## config.mk

```make
export PLATFORM = sky130hd
export DESIGN_NAME = cam_dvp_capture
export DESIGN_NICKNAME = d
export VERILOG_FILES = /design/src/rtl/cam_pkg.sv /design/src/rtl/cam_sync_edge.sv /design/src/rtl/cam_dvp_capture.sv
export SDC_FILE = /design/constraint.sdc
export NUM_CORES = 1
export LEC_CHECK = 0
export BUFFER_PORTS_ARGS = -buffer_cell sky130_fd_sc_hd__buf_2
export CAP_MARGIN = 20
export CORE_AREA = 5 5 88 122
export DETAILED_ROUTE_END_ITERATION = 6
export DIE_AREA = 0 0 93 127
export PLACE_DENSITY = 0.71
export REMOVE_ABC_BUFFERS = 1
export SETUP_SLACK_MARGIN = 0.4
export SLEW_MARGIN = 20
export SYNTH_ARGS = -nofsm -noshare
export SYNTH_HDL_FRONTEND = slang
export SYNTH_HIERARCHICAL = 1
export SYNTH_SLANG_ARGS = --single-unit
```

## constraint.sdc

```tcl
create_clock -name clk -period 1.85 [get_ports clk]
set_input_delay 0.37 -clock clk [delete_from_list [all_inputs] [get_ports clk]]
set_output_delay 0.37 -clock clk [all_outputs]
set_load 0.005 [all_outputs]
```

## src/rtl/cam_pkg.sv

```systemverilog
// cam_pkg: shared FSM type, default frame geometry and RGB565 field widths for the DVP capture path
package cam_pkg;
  typedef enum logic [1:0] {S_IDLE, S_SYNC, S_VBLANK, S_ACTIVE} cam_state_t;
  localparam int H_ACTIVE_DEF = 640;
  localparam int V_ACTIVE_DEF = 480;
  localparam int R_W = 5;
  localparam int G_W = 6;
  localparam int B_W = 5;
  localparam int PIX_W = R_W + G_W + B_W;
  localparam int BYTE_W = PIX_W / 2;
endpackage

```

## src/rtl/cam_sync_edge.sv

```systemverilog
// cam_sync_edge: multi-flop synchronizer with optional rising/falling edge detection
module cam_sync_edge #(
  parameter int W = 1,
  parameter int STAGES = 2,
  parameter bit EDGE = 1'b1
) (
  input  logic         clk,
  input  logic         reset,
  input  logic [W-1:0] d,
  output logic [W-1:0] q,
  output logic [W-1:0] rise,
  output logic [W-1:0] fall
);
  logic [W-1:0] sync [STAGES];
  // shift the asynchronous input through the synchronizer chain
  always_ff @(posedge clk)
    if (reset) for (int i = 0; i < STAGES; i++) sync[i] <= '0;
    else begin
      sync[0] <= d;
      for (int i = 1; i < STAGES; i++) sync[i] <= sync[i-1];
    end
  assign q = sync[STAGES-1];
  if (EDGE) begin : g_edge
    logic [W-1:0] prev;
    // one further register holds the previous synchronized value
    always_ff @(posedge clk) prev <= reset ? '0 : q;
    assign rise = q & ~prev;
    assign fall = ~q & prev;
  end else begin : g_data
    assign rise = '0;
    assign fall = '0;
  end
endmodule

```

## src/rtl/cam_dvp_capture.sv

```systemverilog
// cam_dvp_capture: samples a DVP camera bus and emits RGB565 pixels as a valid/ready stream with coordinates
module cam_dvp_capture import cam_pkg::*; #(
  parameter int H_ACTIVE = H_ACTIVE_DEF,
  parameter int V_ACTIVE = V_ACTIVE_DEF,
  parameter int SYNC_STAGES = 2,
  parameter bit VSYNC_POL = 1'b1,
  localparam int XW = $clog2(H_ACTIVE),
  localparam int YW = $clog2(V_ACTIVE)
) (
  input  logic              clk,
  input  logic              reset,
  input  logic              enable,
  input  logic              clear_err,
  input  logic              cam_pclk,
  input  logic              cam_href,
  input  logic              cam_vsync,
  input  logic [BYTE_W-1:0] cam_d,
  output logic [PIX_W-1:0]  pix_data,
  output logic              pix_valid,
  input  logic              pix_ready,
  output logic [XW-1:0]     pix_x,
  output logic [YW-1:0]     pix_y,
  output logic              pix_sof,
  output logic              pix_eol,
  output logic              frame_done,
  output logic [7:0]        frame_cnt,
  output logic              overflow,
  output logic              line_err
);
  localparam int XCW = $clog2(H_ACTIVE + 2);
  localparam int YCW = $clog2(V_ACTIVE + 1);
  localparam logic [XCW-1:0] H_MAX = XCW'(H_ACTIVE);
  localparam logic [XCW-1:0] H_LAST = XCW'(H_ACTIVE - 1);
  localparam logic [YCW-1:0] Y_MAX = YCW'(V_ACTIVE);
  cam_state_t state;
  logic [XCW-1:0] x;
  logic [YCW-1:0] y;
  logic phase;
  logic [BYTE_W-1:0] hi, d_q, d_rise, d_fall;
  logic pclk_q, pclk_rise, pclk_fall, href_q, href_rise, href_fall, vs_q, vs_rise, vs_fall;
  logic vs_act, vs_on, active, cap, pix_done, line_end, load, ov_set, le_set;
  logic unused_ok;
  cam_sync_edge #(.W(1), .STAGES(SYNC_STAGES)) u_pclk (
    .clk(clk), .reset(reset), .d(cam_pclk), .q(pclk_q), .rise(pclk_rise), .fall(pclk_fall)
  );
  cam_sync_edge #(.W(1), .STAGES(SYNC_STAGES)) u_href (
    .clk(clk), .reset(reset), .d(cam_href), .q(href_q), .rise(href_rise), .fall(href_fall)
  );
  cam_sync_edge #(.W(1), .STAGES(SYNC_STAGES)) u_vsync (
    .clk(clk), .reset(reset), .d(cam_vsync), .q(vs_q), .rise(vs_rise), .fall(vs_fall)
  );
  cam_sync_edge #(.W(BYTE_W), .STAGES(SYNC_STAGES), .EDGE(1'b0)) u_data (
    .clk(clk), .reset(reset), .d(cam_d), .q(d_q), .rise(d_rise), .fall(d_fall)
  );
  assign unused_ok = ^{pclk_q, pclk_fall, href_rise, d_rise, d_fall};
  // decode capture, line-end and frame-end events; vsync_on takes priority over pixel and line events
  always_comb begin
    vs_act = VSYNC_POL ? vs_q : ~vs_q;
    vs_on = VSYNC_POL ? vs_rise : vs_fall;
    active = state == S_ACTIVE;
    cap = active && !vs_on && pclk_rise && href_q;
    pix_done = cap && phase && x < H_MAX && y < Y_MAX;
    line_end = active && !vs_on && href_fall;
    load = pix_done && (!pix_valid || pix_ready);
    ov_set = pix_done && pix_valid && !pix_ready;
    le_set = (line_end && y < Y_MAX && (x != H_MAX || phase)) || (active && vs_on && href_q);
  end
  // frame FSM plus byte phase and x/y position tracking
  always_ff @(posedge clk)
    if (reset) begin
      state <= S_IDLE;
      x <= '0;
      y <= '0;
      phase <= 1'b0;
      hi <= '0;
      frame_done <= 1'b0;
      frame_cnt <= '0;
    end else begin
      frame_done <= 1'b0;
      case (state)
        S_IDLE: if (enable) state <= S_SYNC;
        S_SYNC: if (vs_act) state <= S_VBLANK;
        S_VBLANK:
          if (!vs_act) begin
            state <= enable ? S_ACTIVE : S_IDLE;
            x <= '0;
            y <= '0;
            phase <= 1'b0;
          end
        S_ACTIVE:
          if (vs_on) begin
            state <= S_VBLANK;
            frame_done <= 1'b1;
            frame_cnt <= frame_cnt + 8'd1;
          end else if (cap) begin
            phase <= ~phase;
            if (!phase) hi <= d_q;
            else if (x <= H_MAX) x <= x + XCW'(1);
          end else if (line_end) begin
            x <= '0;
            phase <= 1'b0;
            if (y < Y_MAX) y <= y + YCW'(1);
          end
        default: state <= S_IDLE;
      endcase
    end
  // single-entry output register and sticky error flags where a set beats a clear
  always_ff @(posedge clk)
    if (reset) begin
      pix_valid <= 1'b0;
      pix_data <= '0;
      pix_x <= '0;
      pix_y <= '0;
      pix_sof <= 1'b0;
      pix_eol <= 1'b0;
      overflow <= 1'b0;
      line_err <= 1'b0;
    end else begin
      if (load) begin
        pix_valid <= 1'b1;
        pix_data <= {hi, d_q};
        pix_x <= XW'(x);
        pix_y <= YW'(y);
        pix_sof <= x == '0 && y == '0;
        pix_eol <= x == H_LAST;
      end else if (pix_ready) pix_valid <= 1'b0;
      overflow <= ov_set || (overflow && !clear_err);
      line_err <= le_set || (line_err && !clear_err);
    end
endmodule

```

==> Yosys cells after proc, flatten, opt, wreduce, memory -nomap -nowiden <==
Memory sizes are Yosys's and may differ from the RTL's.
Cells that the tools add are included.
{ "classes": {"addsub": 3, "n_lt_le_gt_ge": 3, "eq_ne": 16, "n_mux": 38, "bitwise": 17, "n_reduce_logical": 38} }
{ "op_table": {"columns": ["op", "count"], "rows": [
  ["2-to-1 mux 10 bit", 6],
  ["2-to-1 mux 9 bit", 5],
  ["one-hot mux 10 bit (2 select lines)", 1],
  ["one-hot mux 9 bit (2 select lines)", 1],
  ["logical AND 1 bit", 17],
  ["2-to-1 mux 1 bit", 16],
  ["2-to-1 mux 8 bit", 2],
  ["AND reduction 4 bit", 3],
  ["AND reduction 6 bit", 2],
  ["adder 10 x 1 -> 10 bit (second input constant)", 1],
  ["== test 10 bit (second input constant)", 1],
  ["less-or-equal comparator 10 bit (second input constant)", 1],
  ["logical NOT 10 bit", 1],
  ["less-than comparator 10 bit (second input constant)", 1],
  ["2-to-1 mux 2 bit", 5],
  ["inequality test 10 bit (second input constant)", 1],
  ["inequality test 2 bit (second input constant)", 5],
  ["adder 9 x 1 -> 9 bit (second input constant)", 1],
  ["logical NOT 9 bit", 1],
  ["less-than comparator 9 bit (second input constant)", 1],
  ["adder 8 x 1 -> 8 bit (second input constant)", 1],
  ["OR 1 bit", 8],
  ["one-hot mux 2 bit (4 select lines)", 1],
  ["inequality test 2 x 1 -> 1 bit (second input constant)", 3],
  ["other kinds (14)", 30]
]} }
{ "totals": {"ff_bits": 82, "ram_bits": 22, "output_inout_bits": 49, "wordCells": 137, "memories": 4} }
{ "mem_list": {"columns": ["name", "depth", "word_bits", "rd", "rd_clocked_by_memory_dff", "write_ports", "line_no", "text"], "rows": [
  ["u_data.sync", 2, 8, 2, 0, 2, "cam_sync_edge.sv:14", "logic [W-1:0] sync [STAGES];"],
  ["u_href.sync", 2, 1, 2, 0, 2, "cam_sync_edge.sv:14", null],
  ["u_pclk.sync", 2, 1, 2, 0, 2, "cam_sync_edge.sv:14", null],
  ["u_vsync.sync", 2, 1, 2, 0, 2, "cam_sync_edge.sv:14", null]
]} }

==> Depth between registers and ports, before layout <==
{ "depth": {"depth_word": 12, "ltp_mapped": 7} }

==> Cells and area by module <==
The synthesis kept the hierarchy.
{ "by_module_without_submodules": {"columns": ["mod", "instances", "cells_per_inst", "area_each_um2"], "rows": [
  ["cam_dvp_capture", 1, 417, 3616.0],
  ["cam_sync_edge at u_data", 1, 58, 648.1],
  ["cam_sync_edge at u_href ...", 3, 8, 91.3]
]} }

==> Worst setup path after synthesis <==
OpenSTA, ideal clock, no wires.
{ "synth_path": {"path_kind": "flip-flop to flip-flop", "startpoint": "memory u_vsync.sync[1][0], in the netlist u_vsync/sync[0][1]", "endpoint": "register pix_x[0]", "setup_time_ns": 0.116, "arrival_time_ns": 1.733, "slack_ns": 0.002, "path_stages_with_launch": 8, "path_buffers": 2, "period_less_slack_ns": 1.848, "path_cell_list": "dfxtp_1 > nor2b_1 > and3b_4 > nand2_4 > or3_1 > buf_6 > buf_6 > a31o_1"} }
{ "synth_rtl": {"columns": ["element", "line_no", "text"], "rows": [
  ["start, declared", "cam_sync_edge.sv:14", null],
  ["end signal, assigned", "cam_dvp_capture.sv:122", "pix_x <= XW'(x);"],
  ["end, declared", "cam_dvp_capture.sv:21", "output logic [XW-1:0] pix_x,"]
]} }

==> out/metrics.yaml <==
status:
  status: "finished clean"
power_and_ir_drop:
  pwr-share-comb_pct: 3.5
  clkPwrFrac_pct: 42.5
  p_per_area_nw_per_um2: 730.3
  ir_worst_vdd_mv: 0.5939
  p_seq_share_pct: 54.0
  p_leak_uw: 0.002250
  netSwitchingPower_uw: 932.5
  power.internal_uw: 3286
  switching_share_pct: 22.11
timing:
  maxSlewHeadroom_pct: 73.18
  grt_setup_unrepaired: "yes"
  skew_ps: 7.161
  min_period_over_period_pct: 92.50
  setup_viol: 0
  period_minus_slack_ps: 1711
  maxSlewViolCount: 0
  finalHoldViolations: 0
  fmax_ghz: 0.5844
  worst_pin_slew_ps: 401.2
layout:
  drive_gt1_share_pct: 37.22
  finalInstanceArea_um2: 5776
  diodes: 0
  multiInputGateArea_um2: 2374
  area_growth_pct: 31.40
  fin_nets: 591
  ff_latch_area_um2: 2098
  fin_cells: 685
  fill_cells: 796
logic_synthesis:
  yosys_warnings: 6
  syn_inst: 479
  syn_avg_cell_area_um2: 9.176
  synth_area_um2: 4395
worst_setup_path:
  critPathCaptureType: "register"
  worstRegToRegCells: 6
  crit_arrival_ps: 1940
  worst-setup-path-type: "reg2reg"
  worst_r2r_endpoint: "pix_x[6]$_SDFFE_PP0P_"
  cp_max_fo: 4
  endpoint: "pix_x[6]$_SDFFE_PP0P_"
  worst_path_largest_cell_delay_ps: 390
  crit_slowest_cell: "or3_4"
  ff2ff_setup_slack_ps: 140
  regToRegStartpoint: "u_vsync/sync[0][1]$_SDFF_PP0_"
  cp.required_ps: 2080
  crit_start: "u_vsync/sync[0][1]$_SDFF_PP0_"
  crit_chain: "nor2b_4, and3b_4, nand2_4, or3_4, buf_6, mux2_2"
  cp-start-kind: "register"
route:
  firstDrtPassIters: 4
  routed_wl_mm: 11.21
  drt_iter0_markers: 322
  vias_per_cell: 5.702
  met1_length_mm: 4.637
  ant_nets: 0
  num_vias: 3906
  wl_met2_mm: 5.775
  wl_per_cell_um: 16.36
  top_layer: "met4"
  drc: 0
  met3WireLength_um: 537
grt:
  grt_max_degree: 72
  grtUsageTotal_pct: 18.07
  grt_pass1_vias: 3760
  grt_pass1_wl_mm: 17.51
  grt_overflow: 0
  antenna_found_initial: 0
cts:
  clkSinkCount: 104
  clk_pin_slew_ps: 70
  cts_tree: "yes"
  cts_buffer_depth: 2
  cts_root_buffer: "clkbuf_16"
  holdBufCountCts: 0
  cts_buffers: 9
  htree_levels: 3
  clock_latency_ps: 340
floorplan:
  ios: 65
  num_rows: 42
  start_util_pct: 46.47
  die_x_um: 93
  die_h_um: 127
  die-area_um2: 11810
  core_um2: 9459
worst_hold_path:
  hold_class: "in2reg"
  min_from: "cam_vsync"
place:
  dp_hpwl_mm: 7.091
  place_area_um2: 4910
  port_buffers: 64
  place_inst: 647
  routabilityCongestion: 0.8709
job:
  maxCapViolCount: 0
[worst min-delay path by stage]
stage / cells after the start / slack [ps] / to
2_1_floorplan: 1 / 410 / u_data/sync[0][11]$_SDFF_PP0_
3_3_place_gp: 1 / 420 / u_data/sync[0][10]$_SDFF_PP0_
3_5_place_dp: 1 / 430 / u_data/sync[0][14]$_SDFF_PP0_
4_1_cts: 2 / 230 / u_vsync/sync[0][0]$_SDFF_PP0_
5_1_grt: 2 / 230 / u_vsync/sync[0][0]$_SDFF_PP0_
6_report: 2 / 230 / u_vsync/sync[0][0]$_SDFF_PP0_
[worst max-delay path, delay by kind of cell, from the launching register on]
kind / cells / cell delay (ps)
mux: 1 / 250
buf+inv: 1 / 150
flops: 1 / 320
simple gates: 4 / 880
[sequential cells by signal, indices dropped and copies added, names as in the netlist, 2 cells and up]
signal / cells
y: 9
u_href/sync: 2
u_vsync/sync: 2
state: 2
pix_x: 10
x: 10
pix_data: 16
u_pclk/sync: 2
pix_y: 9
u_data/sync: 16
frame_cnt: 8
hi: 8
[per-stage QoR]
stage               total power (uW)  utilization [%]  TNS (ps)  hold slack, ps  worst slack [ps]
global route                    4386            61.06         0           226.6             85.55
CTS                             4245            57.74         0           229.7             157.6
detailed placement              2459            51.90         0           428.7             35.99
global placement                2454            51.90         0           416.1             77.34
floorplan                       2379                -    -32920           413.8             -1543
finish                          4218            61.06         0           233.7             138.8
[metal layers]
layer	track usage (%)	up-vias
met2	30.97	109
met5	0	-
met3	4.706	24
met1	21.03	1909
li1	-	1864
met4	8.110	0
[power groups by stage]
stage | Clock (uW) | Combinational (uW) | Sequential (uW)
floorplan | 0 | 53.4 | 2330
global placement | 0 | 128 | 2330
detailed placement | 0 | 132 | 2330
CTS | 1830 | 138 | 2280
global route | 1950 | 158 | 2280
finish | 1790 | 147 | 2280
[cells in the final DEF (no fill, tap or decap), types with 4 or more instances in the layout]
cell type,instances
a21oi_1,18
a31oi_1,6
buf_4,32
nand3_1,11
buf_2,64
dfxtp_1,93
nand4_1,10
a21oi_2,6
o21ai_1,4
nor4_1,11
nor2b_1,20
clkbuf_16,10
nand2_1,78
dfxtp_2,10
o21ai_0,7
nor2_1,18
nor2b_2,8
mux2i_1,26
and2b_2,6
inv_1,6
o21ai_2,6
a31o_4,6
buf_6,13
nand3b_1,4
[timing repair]
item / 4_1_cts / 5_1_grt
cloned: 2 / 3
gates resized for setup: 49 / 62
endpoints found under the setup margin: 59 / 72
pin swaps: 19 / 32
setup buffers: 10 / 7
[layout make-up]
| class | instances | share of cell area, % |
|---|---|---|
| Inverter | 9 | 0.5849 |
| Clock buffer | 11 | 4.203 |
| Timing Repair Buffer | 116 | 14.71 |
| Tap cell | 110 | 2.383 |
| Clock inverter | 5 | 0.6932 |
| Multi-Input combinational cell | 330 | 41.10 |
| Sequential cell | 104 | 36.33 |
No activity file was read; power rests on OpenSTA's default activity.
